`src/rtl/sampstream_arb.sv`:
```
// sampstream_arb: round-robin burst arbiter for sample streams with a wishbone control port.
// Define SAMPSTREAM_ARB_STATS_EN to compile in per-requester 16-bit pull counters.
module sampstream_arb #(
  parameter int NUM_REQ = 4,
  parameter int CHAN_W  = $clog2(NUM_REQ)
) (
  input  logic                  clk,
  input  logic                  rst,
  input  logic [32*NUM_REQ-1:0] in_data,
  input  logic [8*NUM_REQ-1:0]  in_count,
  input  logic [NUM_REQ-1:0]    in_avail,
  output logic [NUM_REQ-1:0]    in_pull,
  output logic [31:0]           out_data,
  output logic [7:0]            out_count,
  output logic [CHAN_W-1:0]     out_chan,
  output logic                  out_avail,
  input  logic                  out_pull,
  input  logic                  wb_stb_i,
  input  logic                  wb_cyc_i,
  input  logic                  wb_we_i,
  input  logic [15:0]           wb_adr_i,
  input  logic [7:0]            wb_dat_i,
  output logic [7:0]            wb_dat_o,
  output logic                  wb_ack_o
);

  typedef enum logic {IDLE = 1'b0, BURST = 1'b1} state_t;

  state_t              state_q, state_d;
  logic [CHAN_W-1:0]   grant_q, grant_d;
  logic [CHAN_W-1:0]   last_q, last_d;
  logic [7:0]          left_q, left_d;
  logic [NUM_REQ-1:0]  en_q, en_d;

  logic [31:0]         data_a [NUM_REQ];
  logic [7:0]          cnt_a [NUM_REQ];
  logic [NUM_REQ-1:0]  nz;
  logic [NUM_REQ-1:0]  elig;
  logic                found;
  logic [CHAN_W-1:0]   pick;
  logic [CHAN_W-1:0]   cand;
  logic                wr;
  logic [3:0]          adr;
  logic                unused_ok;

  for (genvar g = 0; g < NUM_REQ; g++) begin : g_unpack
    assign data_a[g] = in_data[32*g +: 32];
    assign cnt_a[g]  = in_count[8*g +: 8];
    assign nz[g]     = |cnt_a[g];
  end

  assign elig      = in_avail & en_q & nz;
  assign wr        = wb_cyc_i & wb_stb_i & wb_we_i;
  assign adr       = wb_adr_i[3:0];
  assign wb_ack_o  = 1'b1;
  assign unused_ok = &{1'b0, wb_adr_i[15:4], wb_dat_i};

  // Round-robin search upward from the requester after the last grant.
  always_comb begin
    found = 1'b0;
    pick  = last_q;
    cand  = '0;
    for (int k = 1; k <= NUM_REQ; k++) begin
      cand = CHAN_W'((int'(last_q) + k) % NUM_REQ);
      if (!found && elig[cand]) begin
        found = 1'b1;
        pick  = cand;
      end
    end
  end

  // State and control registers.
  always_ff @(posedge clk) begin
    if (rst) begin
      state_q <= IDLE;
      grant_q <= '0;
      last_q  <= CHAN_W'(NUM_REQ - 1);
      left_q  <= '0;
      en_q    <= '0;
    end else begin
      state_q <= state_d;
      grant_q <= grant_d;
      last_q  <= last_d;
      left_q  <= left_d;
      en_q    <= en_d;
    end
  end

  // Next-state: grant in IDLE, count words down in BURST.
  always_comb begin
    state_d = state_q;
    grant_d = grant_q;
    last_d  = last_q;
    left_d  = left_q;
    en_d    = en_q;
    if (wr && adr == 4'd0) en_d = wb_dat_i[NUM_REQ-1:0];
    unique case (state_q)
      IDLE: begin
        if (found) begin
          grant_d = pick;
          left_d  = cnt_a[pick];
          state_d = BURST;
        end
      end
      BURST: begin
        if (out_pull) begin
          left_d = left_q - 8'd1;
          if (left_q == 8'd1) begin
            state_d = IDLE;
            last_d  = grant_q;
          end
        end
      end
      default: state_d = IDLE;
    endcase
  end

  // Stream outputs; pops are held off while reset is asserted.
  always_comb begin
    out_avail = 1'b0;
    out_chan  = grant_q;
    out_count = left_q;
    out_data  = data_a[grant_q];
    in_pull   = '0;
    if (state_q == BURST) begin
      out_avail = 1'b1;
      if (!rst) in_pull[grant_q] = out_pull;
    end
  end

`ifdef SAMPSTREAM_ARB_STATS_EN
  logic [7:0] stat_b [8];
  logic       clr;

  assign clr = wr && adr == 4'd1;

  for (genvar g = 0; g < 4; g++) begin : g_stat
    if (g < NUM_REQ) begin : g_on
      logic [15:0] cnt_q, cnt_d;
      // Count pops; a clear in the same cycle wins.
      always_comb begin
        cnt_d = cnt_q;
        if (clr) cnt_d = '0;
        else if (in_pull[g]) cnt_d = cnt_q + 16'd1;
      end
      // Counter register.
      always_ff @(posedge clk) begin
        if (rst) cnt_q <= '0;
        else cnt_q <= cnt_d;
      end
      assign stat_b[2*g]   = cnt_q[7:0];
      assign stat_b[2*g+1] = cnt_q[15:8];
    end else begin : g_off
      assign stat_b[2*g]   = '0;
      assign stat_b[2*g+1] = '0;
    end
  end
`endif

  // Register read mux; unmapped addresses read zero.
  always_comb begin
    wb_dat_o = '0;
    unique case (1'b1)
      (adr == 4'd0): wb_dat_o[NUM_REQ-1:0] = en_q;
      (adr == 4'd1): begin
        wb_dat_o[0]          = (state_q == BURST);
        wb_dat_o[4 +: CHAN_W] = grant_q;
      end
`ifdef SAMPSTREAM_ARB_STATS_EN
      adr[3]: wb_dat_o = stat_b[adr[2:0]];
`endif
      default: wb_dat_o = '0;
    endcase
  end

endmodule

```
`config.mk`:
```
export PLATFORM = sky130hd
export DESIGN_NAME = sampstream_arb
export DESIGN_NICKNAME = d
export VERILOG_FILES = /design/src/rtl/sampstream_arb.sv
export SDC_FILE = /design/constraint.sdc
export NUM_CORES = 1
export LEC_CHECK = 0
export CAP_MARGIN = 20
export CORE_ASPECT_RATIO = 0.75
export CORE_MARGIN = 5
export CORE_UTILIZATION = 30
export CTS_CLUSTER_SIZE = 30
export DETAILED_ROUTE_END_ITERATION = 8
export PLACE_DENSITY = 0.9
export REMOVE_ABC_BUFFERS = 1
export SYNTH_ARGS = -nofsm -noshare
export SYNTH_HDL_FRONTEND = slang
export SYNTH_SLANG_ARGS = --single-unit
export TNS_END_PERCENT = 50
```
`constraint.sdc`:
```
create_clock -name clk -period 6.7 [get_ports clk]
set_input_delay 1.34 -clock clk [delete_from_list [all_inputs] [get_ports clk]]
set_output_delay 1.34 -clock clk [all_outputs]
set_load 0.005 [all_outputs]
```
==> results of run 1 <==
cells in the mapped netlist, drive strengths merged, types with 2 or more instances:
library cell | instances | area (um2)
dfxtp | 17 | 340
mux2 | 4 | 45.0
clkbuf | 10 | 37.5
nor2 | 19 | 71.3
inv | 6 | 22.5
and3 | 3 | 18.8
nor4 | 8 | 50.1
o21a | 2 | 15.0
mux4 | 32 | 721
conb | 2 | 7.51
nand2b | 2 | 12.5
nor3 | 10 | 55.1
or4 | 2 | 18.8
a211oi | 2 | 20.0
a22oi | 2 | 15.0
and2 | 5 | 31.3
or3 | 2 | 12.5
mux2i | 20 | 213
o21ai | 2 | 10.0
o22ai | 3 | 18.8
ha | 2 | 25.0
nand3 | 3 | 15.0
o211ai | 3 | 27.5
a211o | 3 | 26.3
nor2b | 2 | 12.5
a21oi | 12 | 63.8
buf | 6 | 37.5
nand2 | 16 | 60.1
a22o | 2 | 17.5
state kept, by name, summed over array words and instances (netlist names):
name,count
out_count,8
en_q,4
last_q,2
out_chan,2
state_q,1
cell usage in the layout, fill, tap and decap left out, types with 2 or more instances in the layout:
cell	count
or3_1	2
a211o_1	3
nor2_1	19
nor3_1	9
a22oi_1	2
mux2i_1	19
and3_1	3
ha_1	2
nor2b_1	2
and2_1	5
inv_1	6
o22ai_1	3
dfxtp_1	15
o211ai_1	2
nand3_1	3
mux4_2	32
nand2_1	16
o21ai_0	2
conb_1	3
a21oi_1	11
nor4_1	8
a22o_1	2
nand2b_1	2
clkdlybuf4s50_1	230
dfxtp_2	2
o21a_1	2
clkbuf_8	3
mux2_2	4
kinds of logic after synthesis:
| group | share of synthesized area |
|---|---|
| AO/OA/AOI/OAI | 0.139 |
| XOR/XNOR | 0.00802 |
| adder cells (fa/ha/maj) | 0.0115 |
| buffers and inverters | 0.0493 |
| flip-flops | 0.156 |
| multiplexers | 0.448 |
| other | 0.00344 |
| AND/OR/NAND/NOR | 0.185 |
power groups by stage:
| stage | sequential [W] | clock (W) | combinational [W] |
|---|---|---|---|
| 3_5_place_dp | 0.000108 | 0 | 0.000183 |
| 3_3_place_gp | 0.000108 | 0 | 0.000179 |
| 2_1_floorplan | 0.000108 | 0 | 0.0000380 |
| 4_1_cts | 0.000105 | 0.0000808 | 0.000184 |
| 5_1_grt | 0.000106 | 0.0000850 | 0.000193 |
| 6_report | 0.000105 | 0.0000795 | 0.000183 |
path summary, 6_finish.rpt:
kind / end / from / depth (start not counted)
max reg2reg: out_count[6] / en_q[3] / 7
max: in_pull[2] / rst / 5
min reg2reg: en_q[2] / en_q[2] / 2
min: en_q[2] / en_q[2] / 2
per-layer routing:
metal,up-vias,track usage,share of wire
li1,1305,-,-
met1,1330,0.258,0.36
met2,159,0.421,0.50
met3,19,0.0696,0.11
met4,0,0.0677,0.026
met5,-,0,0
stage by stage:
step                cell area, um2  power (W)  instances  setup slack [ps]
CTS                           4590   0.000370        538              2160
finish                        4590   0.000368        538              2130
detailed placement            4540   0.000291        534              2170
global placement              4540   0.000286        534              2180
floorplan                     2100   0.000146        202              3110
global route                  4590   0.000384        538              2020
worst max-delay path, delay by kind of cell:
family | cells | cell delay, ps
AND/OR/NAND/NOR | 3 | 540
buffers and inverters | 2 | 1360
final cells by class:
type / count / share of cell area
Multi-Input combinational cell: 179 / 0.379
Tap cell: 101 / 0.0275
Inverter: 6 / 0.00491
Sequential cell: 17 / 0.0747
Clock inverter: 1 / 0.00109
Clock buffer: 3 / 0.00900
Timing Repair Buffer: 231 / 0.503
==> metrics.txt, run 1 <==
CTS tree=built; final core utilization=0.635; Int Power=0.000282 W; Vias/cell=5.23; Clock transition at path regs=around 60 ps; Net Sw Power=roughly 0.000087 W; DIE AREA=9110 um2; setup bufs post-CTS=0; power share of the sequential group=0.286; Clock Skew=9.55 ps; final WL=approximately 11000 um; RSZ-0062 raised after global routing=no; Rows=27; HPWL Detailed=~9500 um; Worst VDD drop=around 0.000075 V; worst path cell trace=clkdlybuf4s50_1 > nor2_1 > nand2_1 > nor2_1 > clkdlybuf4s50_1; Worst setup SP type=input pin; Layout fillers=around 600; PostCTS Resize Cnt=0; outcome=finished clean; combinational share of power=0.498; diode count=0; Overall Global Routing Usage=0.232; final setup fails=0; area of the multi-input gates=1740 um2; post-synth cell types=52; Crit path largest cell delay=roughly 850 ps; CTS Hold Bufs=0; H-tree depth=1; vias=2813; Max Fanout on Critical Path=20; Slew @ Worst Pin=approximately 900 ps; Die H=about 84 um; setup TNS=0 ps; clk_lat worst skew=260 ps; fmax=between 200 and 250 MHz; Routed WL per cell=20.5 um; first-pass GRT wire length=16500 um; initial antenna violation count=0; class of the worst hold path=reg -> reg; clk sinks=17; CTS buffer count=3; total grt overflow=0; crit path DAT=approximately 3200 ps; Hold Slack=between 500 and 600 ps; I/O Pins=250; Area growth syn-to-layout=110%; EDFF count, synth=0; YS warnings=0; slowest stage cell, crit path=clkdlybuf4s50_1; clock group share of total power=0.216; worst path required time=between 5000 and 6000 ps; largest net degree at the start of global routing=between 40 and 50; Antenna Nets Post-Route=0; Final Wtd Congestion=a little under 1; Die Span X=approximately 110 um; Starting Density=0.302; vias in the first global route=between 3000 and 4000; Crit Path Category=in -> out; Seq/Total Area, Yosys=0.156; final worst-path cycle share=0.683; Synth Cell Area=about 2200 um2; Switching Fraction=0.235; Max-slew headroom=0.393; root buffer selected by CTS=clkbuf_8; Slew Limit Fails=0; Seq. cell area=between 300 and 400 um2; Pwr per Cell Area=roughly 80 nW/um2; Initial DRC Count=~130; Synth Instances=218; nets@finish=between 600 and 700; Port Buf Inserts=230; P_leak=approximately 1.7 nW; clk buf depth=2; max cap viols=0; drt drc=0; First-pass DRT Iterations=4; Post-synth top flop=dfxtp_1; Avg Inst Size Synth=about 10 um2; Worst setup EP type=primary output; synthesis-stage register bit count=17; R2R setup slack=4210 ps; final critical-path required period=4570 ps; ys async rst share=0; Core Area=just over 7000 um2; final number of hold-violating endpoints=0; layout cells sized above 1=0.124
Power figures use the tool's default switching activity.
==> run 2, diff against run 1 <==
--- a/config.mk
+++ b/config.mk
@@ -8,10 +8,10 @@
 export CAP_MARGIN = 20
 export CORE_ASPECT_RATIO = 0.75
 export CORE_MARGIN = 5
-export CORE_UTILIZATION = 30
+export CORE_UTILIZATION = 28
 export CTS_CLUSTER_SIZE = 30
 export DETAILED_ROUTE_END_ITERATION = 8
-export PLACE_DENSITY = 0.9
+export PLACE_DENSITY = 0.85
 export REMOVE_ABC_BUFFERS = 1
 export SYNTH_ARGS = -nofsm -noshare
 export SYNTH_HDL_FRONTEND = slang
==> constraint.sdc (replaced) <==
create_clock -name clk -period 4.7 [get_ports clk]
set_input_delay 0.94 -clock clk [delete_from_list [all_inputs] [get_ports clk]]
set_output_delay 0.94 -clock clk [all_outputs]
set_load 0.005 [all_outputs]
==> run 2 against run 1 <==
Global-route usage decreased by 1.9 points; count of clock-buffer cells in the layout increased by 1; wire length decreased by 2.6%; sequential cell count unchanged; non-clock buffer count increased by 3; utilization decreased by 1.6 points; via count increased by 0.43%; critical path depth decreased by 1; clock skew decreased by 6.7 ps.
==> metrics.txt, run 2 (synthesis gave the netlist of run 1 again) <==
vias=2825 (+0.43%); Die H=86.5 um (+3.1%); diode count=0 (unchanged); Crit path largest cell delay=520 ps (-330 ps); Crit path top cell by count=clkdlybuf4s50_1; Worst setup EP type=primary output; Routed WL per cell=19.8 um (-3.1%); max cap viols=0 (unchanged); Final Wtd Congestion=0.936 (-2.8%); RSZ-0062 raised after global routing=no; Worst setup SP type=input pin; most common cell after layout, fill and taps aside=clkdlybuf4s50_1; final setup fails=0 (unchanged); H-tree depth=1 (unchanged); Pwr per Cell Area=114 nW/um2 (+42%); Initial DRC Count=139 (+5.3%); fmax=around 280 MHz; Max Fanout on Critical Path=4 (-80%); non-filler cells, final=541 (+0.56%); Area growth syn-to-layout=112%; setup bufs post-CTS=0 (unchanged); nets@finish=637 (+0.47%); DIE AREA=9690 um2 (+6.4%); Worst VDD drop=0.0000748 V (-0.26%); outcome=finished clean; setup TNS=0 ps (unchanged); Max-slew headroom=0.398 (+0.00496); first-pass GRT wire length=16500 um (+0.16%); First-pass DRT Iterations=5 (+1); root buffer selected by CTS=clkbuf_8; Buf/Inv on CP=2 (unchanged); Clock transition at path regs=70 ps (about the same); I/O Pins=250 (unchanged); CTS buffer count=3 (unchanged); worst path required time=3760 ps (-1600 ps); final core utilization=0.619 (-0.0156); Clock Skew=2.85 ps (-6.70 ps); Vias/cell=5.22 (-0.13%); final number of hold-violating endpoints=0 (unchanged); final worst-path cycle share=0.761; Slew Limit Fails=0 (unchanged); Core Area=7470 um2 (+3.3%); vias in the first global route=2970 (-2.7%); layout cells sized above 1=0.127 (+0.00370); total grt overflow=0 (unchanged); dpl ws=956 ps (-1220 ps); drt drc=0 (unchanged); CP top delay family=buffers and inverters; Overall Global Routing Usage=0.213 (-0.0186); Die Span X=112 um (+3.2%); Rows=27 (unchanged); clk sinks=17 (unchanged); CTS tree=built; clk_lat worst skew=260 ps (about the same); placed insts=536 (+0.37%); final WL=10700 um (-2.6%); initial antenna violation count=0 (unchanged); crit path DAT=2630 ps (-600 ps); Slew @ Worst Pin=903 ps (-7.44 ps); Starting Density=0.293 (-0.00957); final critical-path required period=roughly 3600 ps; max FFs per register=8 (unchanged); setup ws final=1130 ps (-1000 ps); Crit Path Category=in -> out; P_leak=1.70 nW (+0.85%); commonest non-fill, non-tap cells in the layout=clkdlybuf4s50_1 (230), mux4_2 (32), mux2i_1 (19), nor2_1 (19), nand2_1 (16); CTS Hold Bufs=0 (unchanged); slowest stage cell, crit path=nor4_1; worst path cell trace=clkdlybuf4s50_1 > nor4_1 > and2_1 > clkdlybuf4s50_1; class of the worst hold path=reg -> reg; largest net degree at the start of global routing=41 (unchanged); clk buf depth=2 (unchanged); Antenna Nets Post-Route=0 (unchanged); HPWL Detailed=9270 um (-2.6%); Port Buf Inserts=230 (unchanged); PostCTS Resize Cnt=0 (unchanged)
## run 2: cell types whose count changed in the layout (fill, tap and decap cells not counted)
cell and change:
clkinv_2 -1, buf_4 +2, buf_12 +1, clkbuf_1 +1
## run 2: tightest hold or removal path, stage by stage, from the launching register on
cell and delay [ps]:
dfxtp_1 350, mux2i_1 80, nor2_1 70
## run 2: worst paths after layout
check / startpoint / end / slack (ps) / depth (start not counted)
max reg2reg: en_q[3] / out_count[7] / 2300 / 8
min: en_q[3] / en_q[3] / 530 / 2
max: wb_adr_i[0] / wb_dat_o[2] / 1130 / 4
min reg2reg: en_q[3] / en_q[3] / 530 / 2
## run 2: stage by stage
stage	total power (W)	cell area (um2)	hold WS (ps)
after floorplan	0.000208	2100	474
after global placement	0.000409	4560	502
after detailed placement	0.000414	4560	518
after CTS	0.000525	4600	536
after global routing	0.000549	4620	591
final	0.000526	4620	534
## run 2: area by class of cell
type	instances	area [um2]
tap	101	126
sequential	17	343
clock buffer	4	45.0
timing repair buffer	234	2340
inverter	6	22.5
multi-input combinational	179	1740
fill	620	2840
## run 2: layer usage
layer  part of all wire  wire length (um)  global-route usage  up-vias
met5                  0                 0                   0        -
met4              0.030               319              0.0644        0
met3              0.087               928              0.0440       19
met2               0.49              5270               0.386      166
met1               0.39              4200               0.256     1332
li1                   -                 -                   -     1308
## run 2: power by group
group	internal, W	switching, W
Combinational	0.000198	0.0000642
Sequential	0.000146	0.00000455
Clock	0.0000603	0.0000541
Total	0.000404	0.000123
